## src/rtl/saes_pkg.sv

```systemverilog
// rtl/saes_pkg.sv - shared types, round constants and S-AES helper functions
// Purpose: FSM state enum, default round constants, and the ShiftRows /
//          nibble-rotate / GF(2^4) multiply-by-4 / MixColumns helpers used by
//          the round controller and the MixColumns sub-module.
// Ports:   none (package).
package saes_pkg;

    typedef enum logic [2:0] {
        IDLE = 3'd0,
        KEY1 = 3'd1,
        KEY2 = 3'd2,
        RND1 = 3'd3,
        RND2 = 3'd4,
        DONE = 3'd5
    } state_t;

    localparam logic [7:0] SAES_RCON1 = 8'h80;
    localparam logic [7:0] SAES_RCON2 = 8'h30;

    // Swap the two nibbles of the bottom row of the 2x2 state: [11:8] <-> [3:0].
    function automatic logic [15:0] shift_rows(input logic [15:0] s);
        return {s[15:12], s[3:0], s[7:4], s[11:8]};
    endfunction

    function automatic logic [7:0] rot_nib(input logic [7:0] w);
        return {w[3:0], w[7:4]};
    endfunction

    // Multiply by x in GF(2^4), reducing by x^4 + x + 1.
    function automatic logic [3:0] gf4_xtime(input logic [3:0] n);
        return {n[2:0], 1'b0} ^ (n[3] ? 4'h3 : 4'h0);
    endfunction

    function automatic logic [3:0] gf4_mul4(input logic [3:0] n);
        return gf4_xtime(gf4_xtime(n));
    endfunction

    // Columns are (n0,n1) = [15:12],[11:8] and (n2,n3) = [7:4],[3:0].
    function automatic logic [15:0] mix_col(input logic [15:0] s);
        return {s[15:12] ^ gf4_mul4(s[11:8]),
                gf4_mul4(s[15:12]) ^ s[11:8],
                s[7:4] ^ gf4_mul4(s[3:0]),
                gf4_mul4(s[7:4]) ^ s[3:0]};
    endfunction

endpackage

```

## src/rtl/saes_round_ctrl_if.sv

```systemverilog
// rtl/saes_round_ctrl_if.sv - handshake and subbytes bus of the round controller
// Purpose: groups the plaintext/key input handshake, the ciphertext output
//          handshake, the shared subbytes operand/result pair and busy.
// Modports: master - block source / ciphertext consumer / subbytes owner
//           slave  - the round controller
interface saes_round_ctrl_if;

    logic        in_valid;
    logic        in_ready;
    logic [15:0] plaintext;
    logic [15:0] key;
    logic        out_valid;
    logic        out_ready;
    logic [15:0] ciphertext;
    logic [15:0] sb_in;
    logic [15:0] sb_out;
    logic        busy;

    modport master (
        output in_valid, plaintext, key, out_ready, sb_out,
        input  in_ready, out_valid, ciphertext, sb_in, busy
    );

    modport slave (
        input  in_valid, plaintext, key, out_ready, sb_out,
        output in_ready, out_valid, ciphertext, sb_in, busy
    );

endinterface

```

## src/rtl/saes_mixcol.sv

```systemverilog
// rtl/saes_mixcol.sv - combinational 16-bit S-AES MixColumns
// Purpose: applies MixColumns (matrix [1 4; 4 1] over GF(2^4)) to a state.
// Ports:   i_data - 16-bit state in
//          o_data - 16-bit mixed state out
module saes_mixcol
    import saes_pkg::*;
(
    input  logic [15:0] i_data,
    output logic [15:0] o_data
);

    assign o_data = mix_col(i_data);

endmodule

```

## src/rtl/saes_round_ctrl.sv

```systemverilog
// rtl/saes_round_ctrl.sv - iterative 2-round S-AES encryption sequencer
// Purpose: accepts plaintext/key, time-multiplexes one external subbytes
//          instance across key expansion (KEY1, KEY2) and the two rounds
//          (RND1, RND2), then holds the ciphertext until it is consumed.
// Ports:   clk - rising-edge clock
//          rst - asynchronous active-high reset
//          bus - saes_round_ctrl_if.slave (in/out handshakes, sb_in/sb_out, busy)
// Config:  SAES_KEY_CACHE_EN - cache the last expanded key; a repeated key
//          skips KEY1/KEY2 (IDLE -> RND1).
module saes_round_ctrl
    import saes_pkg::*;
#(
    parameter logic [7:0] RCON1 = SAES_RCON1,
    parameter logic [7:0] RCON2 = SAES_RCON2
) (
    input  logic                  clk,
    input  logic                  rst,
    saes_round_ctrl_if.slave      bus
);

    state_t      r_state;
    state_t      w_next;

    logic [7:0]  r_w0, r_w1, r_w2, r_w3, r_w4, r_w5;
    logic [15:0] r_st;
    logic [15:0] r_ct;
    logic        r_out_valid;

    logic [7:0]  w_w2, w_w3, w_w4, w_w5;
    logic [15:0] w_sr;
    logic [15:0] w_mix;
    logic        w_cache_hit;

    // Key words: only the rotated/substituted upper byte of sb_out is used
    // during expansion; the lower byte of sb_in is driven to zero.
    assign w_w2 = r_w0 ^ RCON1 ^ bus.sb_out[15:8];
    assign w_w3 = w_w2 ^ r_w1;
    assign w_w4 = r_w2 ^ RCON2 ^ bus.sb_out[15:8];
    assign w_w5 = w_w4 ^ r_w3;

    assign w_sr = shift_rows(bus.sb_out);

    saes_mixcol u_mixcol (
        .i_data (w_sr),
        .o_data (w_mix)
    );

`ifdef SAES_KEY_CACHE_EN
    logic [15:0] r_cache_key;
    logic        r_cache_vld;

    // w2..w5 still hold the expansion of r_cache_key, so a hit can go
    // straight to the first round.
    assign w_cache_hit = r_cache_vld && (bus.key == r_cache_key);

    always_ff @(posedge clk or posedge rst) begin
        if (rst) begin
            r_cache_key <= 16'h0000;
            r_cache_vld <= 1'b0;
        end else if (r_state == KEY2) begin
            r_cache_key <= {r_w0, r_w1};
            r_cache_vld <= 1'b1;
        end
    end
`else
    assign w_cache_hit = 1'b0;
`endif

    always_ff @(posedge clk or posedge rst) begin
        if (rst) begin
            r_state <= IDLE;
        end else begin
            r_state <= w_next;
        end
    end

    always_comb begin
        w_next = r_state;
        case (r_state)
            IDLE: if (bus.in_valid) w_next = w_cache_hit ? RND1 : KEY1;
            KEY1: w_next = KEY2;
            KEY2: w_next = RND1;
            RND1: w_next = RND2;
            RND2: w_next = DONE;
            DONE: if (bus.out_ready) w_next = IDLE;
            default: w_next = IDLE;
        endcase
    end

    always_comb begin
        bus.in_ready = (r_state == IDLE);
        bus.busy     = (r_state != IDLE);
        bus.sb_in    = 16'h0000;
        case (r_state)
            KEY1:       bus.sb_in = {rot_nib(r_w1), 8'h00};
            KEY2:       bus.sb_in = {rot_nib(r_w3), 8'h00};
            RND1, RND2: bus.sb_in = r_st;
            default:    bus.sb_in = 16'h0000;
        endcase
    end

    always_ff @(posedge clk or posedge rst) begin
        if (rst) begin
            r_w0        <= 8'h00;
            r_w1        <= 8'h00;
            r_w2        <= 8'h00;
            r_w3        <= 8'h00;
            r_w4        <= 8'h00;
            r_w5        <= 8'h00;
            r_st        <= 16'h0000;
            r_ct        <= 16'h0000;
            r_out_valid <= 1'b0;
        end else begin
            case (r_state)
                IDLE: begin
                    if (bus.in_valid) begin
                        r_w0 <= bus.key[15:8];
                        r_w1 <= bus.key[7:0];
                        r_st <= bus.plaintext ^ bus.key;
                    end
                end
                KEY1: begin
                    r_w2 <= w_w2;
                    r_w3 <= w_w3;
                end
                KEY2: begin
                    r_w4 <= w_w4;
                    r_w5 <= w_w5;
                end
                RND1: r_st <= {r_w2, r_w3} ^ w_mix;
                RND2: begin
                    r_ct        <= {r_w4, r_w5} ^ w_sr;
                    r_out_valid <= 1'b1;
                end
                DONE: if (bus.out_ready) r_out_valid <= 1'b0;
                default: ;
            endcase
        end
    end

    assign bus.out_valid  = r_out_valid;
    assign bus.ciphertext = r_ct;

endmodule

```

## src/flat_wrapper.sv

```systemverilog
// flat-port wrapper written by rule: the top's interface ports become plain ports
module saes_round_ctrl_flat import saes_pkg::*;
#(
    parameter logic [7:0] RCON1 = SAES_RCON1,
    parameter logic [7:0] RCON2 = SAES_RCON2
)
  (clk, rst, bus_in_valid, bus_plaintext, bus_key, bus_out_ready, bus_sb_out, bus_in_ready, bus_out_valid, bus_ciphertext, bus_sb_in, bus_busy);
  saes_round_ctrl_if bus_i ();
  input  logic clk;
  input  logic rst;
  input wire logic [$bits(bus_i.in_valid)-1:0] bus_in_valid;
  input wire logic [$bits(bus_i.plaintext)-1:0] bus_plaintext;
  input wire logic [$bits(bus_i.key)-1:0] bus_key;
  input wire logic [$bits(bus_i.out_ready)-1:0] bus_out_ready;
  input wire logic [$bits(bus_i.sb_out)-1:0] bus_sb_out;
  output wire logic [$bits(bus_i.in_ready)-1:0] bus_in_ready;
  output wire logic [$bits(bus_i.out_valid)-1:0] bus_out_valid;
  output wire logic [$bits(bus_i.ciphertext)-1:0] bus_ciphertext;
  output wire logic [$bits(bus_i.sb_in)-1:0] bus_sb_in;
  output wire logic [$bits(bus_i.busy)-1:0] bus_busy;
  assign bus_i.in_valid = bus_in_valid;
  assign bus_i.plaintext = bus_plaintext;
  assign bus_i.key = bus_key;
  assign bus_i.out_ready = bus_out_ready;
  assign bus_i.sb_out = bus_sb_out;
  assign bus_in_ready = bus_i.in_ready;
  assign bus_out_valid = bus_i.out_valid;
  assign bus_ciphertext = bus_i.ciphertext;
  assign bus_sb_in = bus_i.sb_in;
  assign bus_busy = bus_i.busy;
  saes_round_ctrl #(.RCON1(RCON1), .RCON2(RCON2)) u_core (.clk(clk), .rst(rst), .bus(bus_i));
endmodule
```

## config.mk

```make
export PLATFORM = sky130hd
export DESIGN_NAME = saes_round_ctrl_flat
export DESIGN_NICKNAME = d
export VERILOG_FILES = /design/src/rtl/saes_pkg.sv /design/src/rtl/saes_round_ctrl_if.sv /design/src/rtl/saes_mixcol.sv /design/src/rtl/saes_round_ctrl.sv /design/src/flat_wrapper.sv
export SDC_FILE = /design/constraint.sdc
export NUM_CORES = 1
export LEC_CHECK = 0
export ABC_AREA = 1
export BUFFER_PORTS_ARGS = -buffer_cell sky130_fd_sc_hd__buf_2
export CAP_MARGIN = 20
export CORE_ASPECT_RATIO = 1.5
export CORE_MARGIN = 2
export CORE_UTILIZATION = 40
export CTS_CLUSTER_SIZE = 40
export DETAILED_ROUTE_END_ITERATION = 7
export GPL_ROUTABILITY_DRIVEN = 0
export PLACE_DENSITY = 0.66
export REMOVE_ABC_BUFFERS = 1
export SYNTH_ARGS = -nofsm -noshare
export SYNTH_HDL_FRONTEND = slang
export SYNTH_SLANG_ARGS = --single-unit
```

## constraint.sdc

```tcl
create_clock -name clk -period 2.6 [get_ports clk]
set_input_delay 0.13 -clock clk [delete_from_list [all_inputs] [get_ports clk]]
set_output_delay 0.13 -clock clk [all_outputs]
set_load 0.1 [all_outputs]
```

# == Word level (Yosys, flattened, before mapping) ==
# Cells that the tools add are included.
# word_totals
register_bits,84
latchBits,0
mem_bits_rw,0
rom_bits,0
word_cells,63
mem_count,0
# classes
n_addsub,0
multipliers,0
div_mod_pow,0
order_cmp,0
n_eq_ne,7
shifts,0
mux,16
n_bitwise,21
n_reduce_logical,9
# ops
operator,count
16-bit case mux with 3 select lines,1
16-bit XOR,3
16-bit case mux with 2 select lines,1
8-bit XOR,4
4-bit by 2-bit XOR with 4-bit output,7
4-bit XOR,5
3-bit case mux with 6 select lines,1
16-bit 2-to-1 mux,1
2-bit 2-to-1 mux,8
2-bit AND reduction,4
3-bit by 2-bit equality test with 1-bit output (second input constant),2
3-bit equality test (second input constant),2
3-bit 2-to-1 mux,2
2-bit != test (second input constant),2
2-bit nonzero test,2
3-bit by 1-bit equality test with 1-bit output (second input constant),1
3-bit logical NOT,1
3-bit nonzero test,1
2-bit NOT,1
1-bit case mux with 2 select lines,1
2-bit OR reduction,1
1-bit 2-to-1 mux,1
1-bit NOT,1

# == Depth between registers and ports, before layout ==
# logic_depth
ltp_word,7
depth_mapped,9
depth_no_buf,8

# == By module ==
# A second synthesis with hierarchy kept.
# unflattened
hier_cells,763
area_unflattened_um2,5098.6
# by_module_without_submodules
module,n_inst,cells_per_inst,area_per_inst_um2
saes_round_ctrl,1,683,4768.3
saes_mixcol,1,80,330.3

# == Worst setup path before layout ==
# No wires, ideal clock.
# synth_timing
kind,register to output
startpoint,register u_core.r_state[2]
endpoint,output bus_sb_in[10]
arrival_time_ns,2.404
t_required_ns,2.470
slack_ns,0.066
stages_incl_launch_ff,5
path_buffers,1
cell_sequence,dfrtp_1 -> inv_2 -> nand3_2 -> buf_2 -> o221ai_1
# synth_between
elab_chain_len,3
# synth_rtl
item,line_no,text
from (decl),saes_round_ctrl.sv:21,state_t r_state;
from (signal assigned),saes_round_ctrl.sv:73,r_state <= w_next;
3-bit by 2-bit equality test with 1-bit output / 3-bit equality test (equally long branches),saes_round_ctrl.sv:94,case (r_state)
2-bit OR reduction,saes_round_ctrl.sv:94,
16-bit case mux with 3 select lines *,saes_round_ctrl.sv:94,
to (decl),flat_wrapper.sv:19,output wire logic [$bits(bus_i.sb_in)-1:0] bus_sb_in;
# Every way passes the cells marked *; elsewhere a longest branch is shown, timed or not.

# == Final worst setup path ==
# layout_timing
startpoint,register u_core.r_state[1]
endpoint,output bus_sb_in[10]
# Same word-level chain as after synthesis.

==> flow_summary.json <==
{
  "outcome": "complete, no violations",
  "ioPinCount": 87,
  "worst_pin_slew_ps": 679,
  "gr-usage-all-layers": 0.199,
  "p_int_mw": 4.24,
  "avgSynthCellArea_sq_um": 7.06,
  "area_growth_pct": 22.4,
  "vias": 4264,
  "grt_pass1_vias": 4080,
  "die_w_um": 93.7,
  "m1WireLength_um": 5480,
  "synth_xor_area_frac": 0.0707,
  "r2r_start": "u_core.r_state[0]",
  "die_y_um": 139,
  "cp.arrival_ps": 2170,
  "antenna_cells": 0,
  "cp-startpoint": "u_core.r_state[1]",
  "seq_area_sq_mm": 0.00210,
  "yosysMostFrequentCell": "nand2_1",
  "end_kind": "primary output",
  "viasPerCell": 4.66,
  "wl_per_cell_um": 13.4,
  "hold_path_class": "input pin to flip-flop",
  "maxCapViolCount": 0,
  "ant_nets": 0,
  "total_power_mw": 9.03,
  "peakVddDrop_v": 0.000822,
  "final-setup-viol-count": 0,
  "cts_buffer_depth": 2,
  "ys_top_cells_by_area": "dfrtp_1 44%, nand2_1 22%, nand3_1 6.3%",
  "synth_mux_area_frac": 0,
  "synth.distinct_cells": 26,
  "antenna_found_initial": 0,
  "initial_utilization": 0.406,
  "worst_hold_startpoint": "bus_key[15]",
  "hold_viol_final": 0,
  "cts_made_buffers": 9,
  "clkTransAtPathRegs_ps": 60,
  "cp_top_family": "compound AO/OA/AOI/OAI gates",
  "grt_overflow_total": 0,
  "layout.nets": 810,
  "worstSetupPathType": "flip-flop to primary output",
  "grt_first_pass_wirelength_um": 20200,
  "dr_wl_met2_um": 6130,
  "hpwl_um": 9290,
  "rows": 49,
  "slew_violations": 0,
  "pwr-share-comb": 0.584,
  "fp.dieArea_sq_mm": 0.0130,
  "drt_iter0_drc": 300,
  "synth_top_family_by_area": "simple AND/OR/NAND/NOR gates",
  "required_ps": 2470,
  "synth-edff-count": 0,
  "worstSetupStartpointType": "flip-flop",
  "ys_ff_latch": 84,
  "cts.sinks": 84,
  "swShare": 0.530,
  "synth_fa_ha_area_frac": 0,
  "crit_chain": "inv_1 > nand3_2 > o221ai_1 > buf_12",
  "grt_max_degree": 48,
  "ys.flop_type": "dfrtp_1",
  "min_period_ps": 2300,
  "rrSetupSlack_ps": 720,
  "clockRootBuffer": "clkbuf_16",
  "slew_headroom": 0.547,
  "power.density_mw_per_mm2": 1530,
  "yosysTopAreaCellShare": 0.435,
  "drt-total-wl_um": 12300,
  "ys.warnings.count": 0,
  "period_share": 0.884,
  "yosysTopAreaCell": "dfrtp_1",
  "utilization": 0.497,
  "multiInputGateArea_sq_mm": 0.00227,
  "drc": 0,
  "crit_slowest_cell": "o221ai_1",
  "synthArstFlopShare": 1.00,
  "syn_inst": 684,
  "core_area_sq_mm": 0.0119,
  "p_leak_nw": 3.17,
  "cts_tree": "done",
  "sequentialPowerShare": 0.271,
  "wl_met3_um": 437,
  "highest_layer": "met4",
  "clk_latency_ps": 350,
  "rsz0062_at_grt": "no",
  "p_clk_frac": 0.145,
  "postCtsSetupRepairBufs": 0,
  "io_buffers": 86,
  "synth_commonest_cells": "278 x nand2_1, 84 x dfrtp_1, 78 x inv_1",
  "fill_cells": 1233,
  "synth-seq-area-share": 0.435,
  "synth-compound-area-share": 0.0816,
  "cp_num_buf_inv": 2,
  "skew_ps": 5.60,
  "cp_slowest_stage_delay_ps": 580,
  "synth_simple_gate_area_frac": 0.317,
  "firstDrtPassIters": 4,
  "crit_fanout": 25,
  "h-tree-depth": 3,
  "drive_above_1_share": 0.157,
  "fmax_mhz": 435,
  "switchingPower_mw": 4.79,
  "syn_area_sq_mm": 0.00483
}
## worst min-delay path, cell delays in order
cell	delay (ps)
buf_2	90
nand2_1	60
nand2_1	50
## layer usage
metal  GRT usage  up-vias
met1       0.258     1913
met2       0.336       72
met4      0.0633        0
met3      0.0321       15
met5           0        -
li1            -     2264
## area by class of cell
class / count / share of cell area
multi-input cells: 486 / 0.383
flip-flops and latches: 84 / 0.355
repair buffers: 91 / 0.123
inverters: 86 / 0.0548
clock buffers: 12 / 0.0434
well taps: 153 / 0.0324
clock inverters: 4 / 0.00804
## repair_timing
item	CTS	global route
endpoints found under the hold margin	38	0
hold buffers	2	0
resized for setup	0	0
## cells by family after synthesis
| group | count (synthesis) |
|---|---|
| and+or+nand+nor | 378 |
| buffers and inverters | 114 |
| DFF | 84 |
| xor gates and xnor gates | 39 |
| AOI/OAI and AO/OA | 69 |
## power groups by stage
stage	logic [mW]	clock network [mW]	registers [mW]
after CTS	5.30	1.33	2.44
final	5.27	1.31	2.44
after detailed placement	5.28	0	2.46
after global placement	5.24	0	2.45
after floorplan	2.97	0	3.30
after global routing	5.67	1.39	2.53
## final timing paths
check                      cells past startpoint                         to
min in group asynchronous                      3   u_core.bus.ciphertext[3]
max in group asynchronous                      4            u_core.r_st[12]
max reg2reg                                    5             u_core.r_st[4]
max                                            4              bus_sb_in[10]
min reg2reg                                    2  u_core.bus.ciphertext[12]
min                                            3             u_core.r_w0[7]
## registers in the layout (all words and copies together) (netlist names), 3 cells and up
name / cells
u_core.bus.ciphertext: 16
u_core.r_st: 16
u_core.r_w0: 8
u_core.r_w3: 8
u_core.r_state: 3
u_core.r_w5: 8
u_core.r_w4: 8
u_core.r_w1: 8
u_core.r_w2: 8
## placed cells by master, fill, tap and decap left out, types with 4 or more instances in the layout
cell type / synthesis / routed
nand2_1: 278 / 278
dfrtp_1: 84 / 84
inv_1: 78 / 77
buf_2: 13 / 70
nand3_1: 61 / 61
o21ai_0: 50 / 50
xnor2_1: 31 / 31
nor2_1: 31 / 31
buf_12: 0 / 17
clkbuf_16: 0 / 9
inv_2: 8 / 8
xor2_1: 8 / 8
o221ai_1: 6 / 6
o21bai_1: 6 / 6
nand3_2: 4 / 4
## metrics by stage
stage          TNS (ps)  instance area, sq um  hold WS (ps)  instances  setup slack, ps
4_1_cts               0                  5910          18.3        916              309
3_5_place_dp          0                  5590           249        898              690
3_3_place_gp          0                  5590           250        898              703
5_1_grt               0                  5910          43.2        916              207
2_1_floorplan     -2390                  4690           240        656             -198
6_report              0                  5910          21.2        916              302
Power figures use the tool's default switching activity.
